`config.mk`:
```
export PLATFORM = sky130hd
export DESIGN_NAME = alu_upper_immediate_flat
export DESIGN_NICKNAME = d
export VERILOG_FILES = /design/src/rtl/alu_rv_pkg.sv /design/src/rtl/alu_upper_immediate_if.sv /design/src/rtl/alu_pipe_stage.sv /design/src/rtl/alu_upper_immediate.sv /design/src/flat_wrapper.sv
export SDC_FILE = /design/constraint.sdc
export NUM_CORES = 1
export LEC_CHECK = 0
export ABC_CLOCK_PERIOD_IN_PS = 4700
export CORE_MARGIN = 5
export CORE_UTILIZATION = 47
export DETAILED_ROUTE_END_ITERATION = 7
export PLACE_DENSITY = 0.95
export SKIP_CTS_REPAIR_TIMING = 1
export SLEW_MARGIN = 40
export SYNTH_ARGS = -nofsm -noshare
export SYNTH_HDL_FRONTEND = slang
export SYNTH_SLANG_ARGS = --single-unit
export TNS_END_PERCENT = 5
```
`constraint.sdc`:
```
create_clock -name clk -period 4.7 [get_ports clk]
set_input_delay 0.705 -clock clk [delete_from_list [all_inputs] [get_ports clk]]
set_output_delay 0.705 -clock clk [all_outputs]
set_load 0.005 [all_outputs]
```
`src/rtl/alu_rv_pkg.sv`:
```
// -----------------------------------------------------------------------------
// alu_rv_pkg
// Shared constants for the alu_rv execution-unit group.
//   OP_LUI / OP_AUIPC        : 1-bit op select driven by decode into the unit.
//   OPCODE_LUI / OPCODE_AUIPC: major opcodes decode matches to pick the op.
//   U_IMM_SHIFT              : position of the U-type immediate in the word.
//   u_imm32()                : builds the signed 32-bit upper value.
// -----------------------------------------------------------------------------
package alu_rv_pkg;

    localparam logic       OP_LUI       = 1'b0;
    localparam logic       OP_AUIPC     = 1'b1;

    localparam logic [6:0] OPCODE_LUI   = 7'b0110111;
    localparam logic [6:0] OPCODE_AUIPC = 7'b0010111;

    localparam int         U_IMM_SHIFT  = 12;

    // Returned as signed so that a width cast to XLEN sign-extends from bit 31.
    function automatic logic signed [31:0] u_imm32(input logic [19:0] imm20);
        return {imm20, {U_IMM_SHIFT{1'b0}}};
    endfunction

endpackage

```
`src/rtl/alu_upper_immediate_if.sv`:
```
// -----------------------------------------------------------------------------
// alu_upper_immediate_if
// Decode-side and writeback-side handshake bundle of the upper-immediate unit.
//   in_valid/in_ready + in_op, in_imm20, in_pc, in_rd : operation request
//   out_valid/out_ready + out_value, out_rd, out_we    : result to writeback
// Modports: master = producer/consumer side (decode + writeback), slave = unit.
// -----------------------------------------------------------------------------
interface alu_upper_immediate_if #(
    parameter int XLEN = 32
) ();

    logic            in_valid;
    logic            in_ready;
    logic            in_op;
    logic [19:0]     in_imm20;
    logic [XLEN-1:0] in_pc;
    logic [4:0]      in_rd;

    logic            out_valid;
    logic            out_ready;
    logic [XLEN-1:0] out_value;
    logic [4:0]      out_rd;
    logic            out_we;

    modport master (
        output in_valid, in_op, in_imm20, in_pc, in_rd, out_ready,
        input  in_ready, out_valid, out_value, out_rd, out_we
    );

    modport slave (
        input  in_valid, in_op, in_imm20, in_pc, in_rd, out_ready,
        output in_ready, out_valid, out_value, out_rd, out_we
    );

endinterface

```
`src/rtl/alu_pipe_stage.sv`:
```
// -----------------------------------------------------------------------------
// alu_pipe_stage
// One valid/ready register slice with synchronous flush.
//   clk, rst_n (async low), flush
//   up_valid/up_ready/up_data : upstream side
//   dn_valid/dn_ready/dn_data : downstream side
// The slice takes new data whenever it is empty or its content is leaving,
// so a chain of these runs at one transfer per cycle with no bubbles.
// -----------------------------------------------------------------------------
module alu_pipe_stage #(
    parameter int W = 8
) (
    input  logic         clk,
    input  logic         rst_n,
    input  logic         flush,
    input  logic         up_valid,
    output logic         up_ready,
    input  logic [W-1:0] up_data,
    output logic         dn_valid,
    input  logic         dn_ready,
    output logic [W-1:0] dn_data
);

    logic         vld;
    logic [W-1:0] data;

    assign up_ready = !vld || dn_ready;
    assign dn_valid = vld;
    assign dn_data  = data;

    always_ff @(posedge clk or negedge rst_n) begin
        if (!rst_n)        vld <= 1'b0;
        else if (flush)    vld <= 1'b0;
        else if (up_ready) vld <= up_valid;
    end

    // Data only moves on a real transfer; it holds (and stays non-X) otherwise.
    always_ff @(posedge clk or negedge rst_n) begin
        if (!rst_n)                               data <= '0;
        else if (up_valid && up_ready && !flush)  data <= up_data;
    end

endmodule

```
`src/rtl/alu_upper_immediate.sv`:
```
// -----------------------------------------------------------------------------
// alu_upper_immediate
// LUI / AUIPC execution unit with a LATENCY-deep, fully backpressured pipe.
//   XLEN    : 32 or 64
//   LATENCY : 1..3 register stages between accept and result
// Ports:
//   clk, rst_n (async low), flush (kills everything in flight)
//   bus (slave modport): request handshake in, result handshake out
//   perf_lui_cnt / perf_auipc_cnt : retired-op counters, only when
//                                   ALU_UPPER_IMM_PERF_EN is defined
// The result is formed combinationally at the input and then only carried;
// out_we is cleared for rd == x0 so writeback never needs to recheck it.
// -----------------------------------------------------------------------------
module alu_upper_immediate
    import alu_rv_pkg::*;
#(
    parameter int XLEN    = 32,
    parameter int LATENCY = 1
) (
    input  logic                 clk,
    input  logic                 rst_n,
    input  logic                 flush,
    alu_upper_immediate_if.slave bus
`ifdef ALU_UPPER_IMM_PERF_EN
    ,
    output logic [31:0]          perf_lui_cnt,
    output logic [31:0]          perf_auipc_cnt
`endif
);

`ifdef ALU_UPPER_IMM_PERF_EN
    // Op bit rides along so the counters can classify retired results.
    localparam int PW = XLEN + 7;
`else
    localparam int PW = XLEN + 6;
`endif

    logic [XLEN-1:0]          upper_val;
    logic [XLEN-1:0]          result;
    logic                     rd_we;

    logic [LATENCY:0]         vld_pipe;
    logic                     rdy_pipe [LATENCY+1];
    logic [LATENCY:0][PW-1:0] dat_pipe;

    assign upper_val = XLEN'(u_imm32(bus.in_imm20));
    assign result    = (bus.in_op == OP_AUIPC) ? bus.in_pc + upper_val : upper_val;
    assign rd_we     = (bus.in_rd != 5'd0);

    // Nothing enters during a flush cycle.
    assign vld_pipe[0]       = bus.in_valid && !flush;
    assign bus.in_ready      = !flush && rdy_pipe[0];
    assign rdy_pipe[LATENCY] = bus.out_ready;

`ifdef ALU_UPPER_IMM_PERF_EN
    logic out_op;
    assign dat_pipe[0] = {bus.in_op, rd_we, bus.in_rd, result};
    assign {out_op, bus.out_we, bus.out_rd, bus.out_value} = dat_pipe[LATENCY];
`else
    assign dat_pipe[0] = {rd_we, bus.in_rd, result};
    assign {bus.out_we, bus.out_rd, bus.out_value} = dat_pipe[LATENCY];
`endif

    assign bus.out_valid = vld_pipe[LATENCY];

    for (genvar g = 0; g < LATENCY; g++) begin : g_stage
        alu_pipe_stage #(.W(PW)) u_stage (
            .clk      (clk),
            .rst_n    (rst_n),
            .flush    (flush),
            .up_valid (vld_pipe[g]),
            .up_ready (rdy_pipe[g]),
            .up_data  (dat_pipe[g]),
            .dn_valid (vld_pipe[g+1]),
            .dn_ready (rdy_pipe[g+1]),
            .dn_data  (dat_pipe[g+1])
        );
    end

`ifdef ALU_UPPER_IMM_PERF_EN
    // Counts output handshakes only; a handshake in a flush cycle still counts.
    logic out_fire;
    assign out_fire = bus.out_valid && bus.out_ready;

    always_ff @(posedge clk or negedge rst_n) begin
        if (!rst_n) begin
            perf_lui_cnt   <= '0;
            perf_auipc_cnt <= '0;
        end else if (out_fire) begin
            if (out_op == OP_AUIPC) begin
                if (perf_auipc_cnt != '1) perf_auipc_cnt <= perf_auipc_cnt + 32'd1;
            end else begin
                if (perf_lui_cnt != '1)   perf_lui_cnt   <= perf_lui_cnt + 32'd1;
            end
        end
    end
`endif

endmodule

```
`src/flat_wrapper.sv`:
```
// flat-port wrapper written by rule: the top's interface ports become plain ports
module alu_upper_immediate_flat import alu_rv_pkg::*;
#(
    parameter int XLEN    = 32,
    parameter int LATENCY = 1
)
  (clk, rst_n, flush, bus_in_valid, bus_in_op, bus_in_imm20, bus_in_pc, bus_in_rd, bus_out_ready, bus_in_ready, bus_out_valid, bus_out_value, bus_out_rd, bus_out_we);
  alu_upper_immediate_if #(.XLEN(XLEN)) bus_i ();
  input  logic clk;
  input  logic rst_n;
  input  logic flush;
  input wire logic [$bits(bus_i.in_valid)-1:0] bus_in_valid;
  input wire logic [$bits(bus_i.in_op)-1:0] bus_in_op;
  input wire logic [$bits(bus_i.in_imm20)-1:0] bus_in_imm20;
  input wire logic [$bits(bus_i.in_pc)-1:0] bus_in_pc;
  input wire logic [$bits(bus_i.in_rd)-1:0] bus_in_rd;
  input wire logic [$bits(bus_i.out_ready)-1:0] bus_out_ready;
  output wire logic [$bits(bus_i.in_ready)-1:0] bus_in_ready;
  output wire logic [$bits(bus_i.out_valid)-1:0] bus_out_valid;
  output wire logic [$bits(bus_i.out_value)-1:0] bus_out_value;
  output wire logic [$bits(bus_i.out_rd)-1:0] bus_out_rd;
  output wire logic [$bits(bus_i.out_we)-1:0] bus_out_we;
  assign bus_i.in_valid = bus_in_valid;
  assign bus_i.in_op = bus_in_op;
  assign bus_i.in_imm20 = bus_in_imm20;
  assign bus_i.in_pc = bus_in_pc;
  assign bus_i.in_rd = bus_in_rd;
  assign bus_i.out_ready = bus_out_ready;
  assign bus_in_ready = bus_i.in_ready;
  assign bus_out_valid = bus_i.out_valid;
  assign bus_out_value = bus_i.out_value;
  assign bus_out_rd = bus_i.out_rd;
  assign bus_out_we = bus_i.out_we;
  alu_upper_immediate #(.XLEN(XLEN), .LATENCY(LATENCY)) u_core (.clk(clk), .rst_n(rst_n), .flush(flush), .bus(bus_i));
endmodule
```
==> impl_metrics.toml <==
[floorplanning]
boundaryPins = 103
floorplan.rows = 26
area_of_the_die_um2 = 7040
coreArea_um2 = 5200
die-width_um = 83.9
floorplan.die.height_um = 83.9
initial_util_pct = 49.3

[finish]
final_cell_mix = "101 x sky130_fd_sc_hd__clkdlybuf4s50_1, 46 x sky130_fd_sc_hd__nand2_1, 40 x sky130_fd_sc_hd__o21ai_0"
stdcell_area_um2 = 3760
drive_gt1_share_pct = 6.25
antenna-diode-count = 0
area.growth.synth_to_final_pct = 46.5
mostFrequentLayoutCell = "sky130_fd_sc_hd__clkdlybuf4s50_1"
layout.nets = 466

[sta]
slew_violations = 0
layout_worst_path_cycle_share_pct = 65.8
finalWorstPathRequiredPeriod_ps = 3090
timing.max_slew.rel_slack_pct = 55.4
max_slew.worst_pin.slew_ps = 668
finalSetupViolations = 0
finClkSkew_ps = 2.58
fin_setup_tns_ps = 0
rsz0062_at_grt = "false"
maximum_clock_frequency_mhz = 323
hold_viol = 0

[routing]
antenna_left = 0
avgRoutedWirePerCell_um = 16.2
detailedRoute.firstIterationViolations = 120
route.final.wire_length_mm = 7.35
dr_total_vias = 2465
drc_errors = 0
avgViaCountPerCell = 5.43
drtPass1Iterations = 5

[cts]
cts.root.buffer_cell = "sky130_fd_sc_hd__clkbuf_8"
maximum_root_to_sink_buffer_count = 2
htree_num_levels = 2
cts_buffers = 5
clk_latency_ps = 290
clk_pin_slew_worst_paths_ps = 80
numClockSinks = 39
tritoncts = "done"

[grt]
grt_antenna_before_repair = 0
grt_util_overall_pct = 20.7
grt_pass1_vias = 2665
grt_first_pass_wirelength_mm = 12.1
gr-total-overflow = 0
maximum_number_of_pins_on_one_net_before_global_route_repair = 74

[synthesis]
postSynthNetCount = 367
syn_inst = 284
avg_synthesized_cell_area_um2 = 9.03
synth_top_area_share_pct = 38.0
main_flop_type_after_synthesis = "sky130_fd_sc_hd__dfrtp_1"
ys.warnings.count = 0
post_synth_main_area_contributors = "sky130_fd_sc_hd__dfrtp_1 38%, sky130_fd_sc_hd__ha_1 9.3%, sky130_fd_sc_hd__o21ai_0 7.8%"
syn_area_um2 = 2560
synth.largest_area_cell = "sky130_fd_sc_hd__dfrtp_1"
synth_async_sr_flop_share_pct = 100
yosys_register_bits = 39
synth_edf_count = 0
synth.lib_cells_used.distinct = 44
synth-seq-area-share_pct = 38.0

[power]
power_density_nw_per_um2 = 294
peakVddDrop_uv = 191
leakagePower_nw = 1.60
overall_power_w = 0.00110

[placement]
place.port_buffers = 102
post-dp-hpwl_mm = 5.66
post_dp_cell_area_um2 = 3640
gpl.final_weighted_congestion = 0.914

[setup_path]
worst_ep_arrival_time_ps = 3270
worstSetupStartpointType = "input port"
endpoint_kind_of_the_worst_setup_timing_path = "flip-flop"
worst_ep_required_time_ps = 4880
worstSetupPathType = "input port to flip-flop"
worst-path-max-fanout = 5

[job]
cap_viol_max_count = 0

[worst_hold_path]
worstHoldPathType = "input port to async pin"

[status]
status = "complete, no violations"
-- area by class of cell --
cell class                 instances  area (um2)
fill                             397        1450
tap                               70        87.6
clock buffer                       5        68.8
multi-input combinational        230        1540
clock inverter                     3        43.8
inverter                           4        15.0
timing repair buffer             103        1030
sequential                        39         976
-- where the power goes --
group | leakage [nW] | internal [W] | switching, W
registers | 0.488 | 0.000392 | 0.0000308
logic | 1.05 | 0.000233 | 0.000166
clock network | 0.0581 | 0.000158 | 0.000123
-- logic make-up (layout without fill, tap and decap cells) --
family | after synthesis | after routing | share of synthesized area [%]
adder cells (fa/ha/maj) | 20 | 20 | 10.0
XOR/XNOR | 16 | 16 | 5.46
buffers and inverters | 15 | 115 | 2.19
AND/OR/NAND/NOR | 89 | 89 | 16.9
flip-flops | 39 | 39 | 38.0
multiplexers | 16 | 16 | 6.63
AO/OA/AOI/OAI | 89 | 89 | 20.7
-- metal layers --
layer,routed length [um],GRT usage (%),vias to the layer above
met4,60,5.41,0
met3,477,5.03,6
li1,-,-,1219
met2,3710,38.0,88
met5,0,0,-
met1,3100,23.9,1152
-- state kept, by name, summed over array words and instances, names as in the netlist --
signal / count
u_core.g_stage.u_stage.dn_data: 38
u_core.g_stage.u_stage.dn_valid: 1
-- synth_stat cells (all sizes together), types with 3 or more instances --
library cell	number
xor2	5
ha	19
xnor2	11
inv	4
o21ai	42
nor3b	11
a31oi	3
nand2	47
nor2	12
clkbuf	10
mux2	8
mux2i	8
o21a	3
a21oi	23
nand3	4
nor3	3
a21o	5
dfrtp	39
-- path summary, 6_finish.rpt --
kind,from,to,slack (ps),depth (start not counted)
setup / recovery,bus_in_imm20[0],u_core.g_stage[0].u_stage.dn_data[24],1610,11
hold / removal,rst_n,u_core.g_stage[0].u_stage.dn_data[6],380,1
setup reg to reg,u_core.g_stage[0].u_stage.dn_valid,u_core.g_stage[0].u_stage.dn_data[31],2850,7
hold reg to reg,u_core.g_stage[0].u_stage.dn_data[16],u_core.g_stage[0].u_stage.dn_data[16],480,2
max in group asynchronous,rst_n,u_core.g_stage[0].u_stage.dn_data[20],3960,1
min in group clk,u_core.g_stage[0].u_stage.dn_data[16],u_core.g_stage[0].u_stage.dn_data[16],480,2
-- worst max-delay path, stage by stage --
cell and delay [ps]:
sky130_fd_sc_hd__clkdlybuf4s50_1 490, sky130_fd_sc_hd__ha_1 210, sky130_fd_sc_hd__inv_1 70, sky130_fd_sc_hd__fa_1 400
sky130_fd_sc_hd__nor2b_1 180, sky130_fd_sc_hd__o31a_1 250, sky130_fd_sc_hd__o311ai_1 120, sky130_fd_sc_hd__a31oi_1 240
sky130_fd_sc_hd__xor2_1 90, sky130_fd_sc_hd__mux2_2 260, sky130_fd_sc_hd__mux2_2 250
-- metrics by stage --
step	std cells	util, %	worst slack (ps)	hold WS, ps
detailed placement	446	70.0	1300	470
finish	454	72.2	1610	384
global placement	446	69.9	1470	462
floorplan	284	-	2090	409
CTS	454	72.2	1600	393
global route	454	72.2	1400	415
No activity file was read; power rests on OpenSTA's default activity.
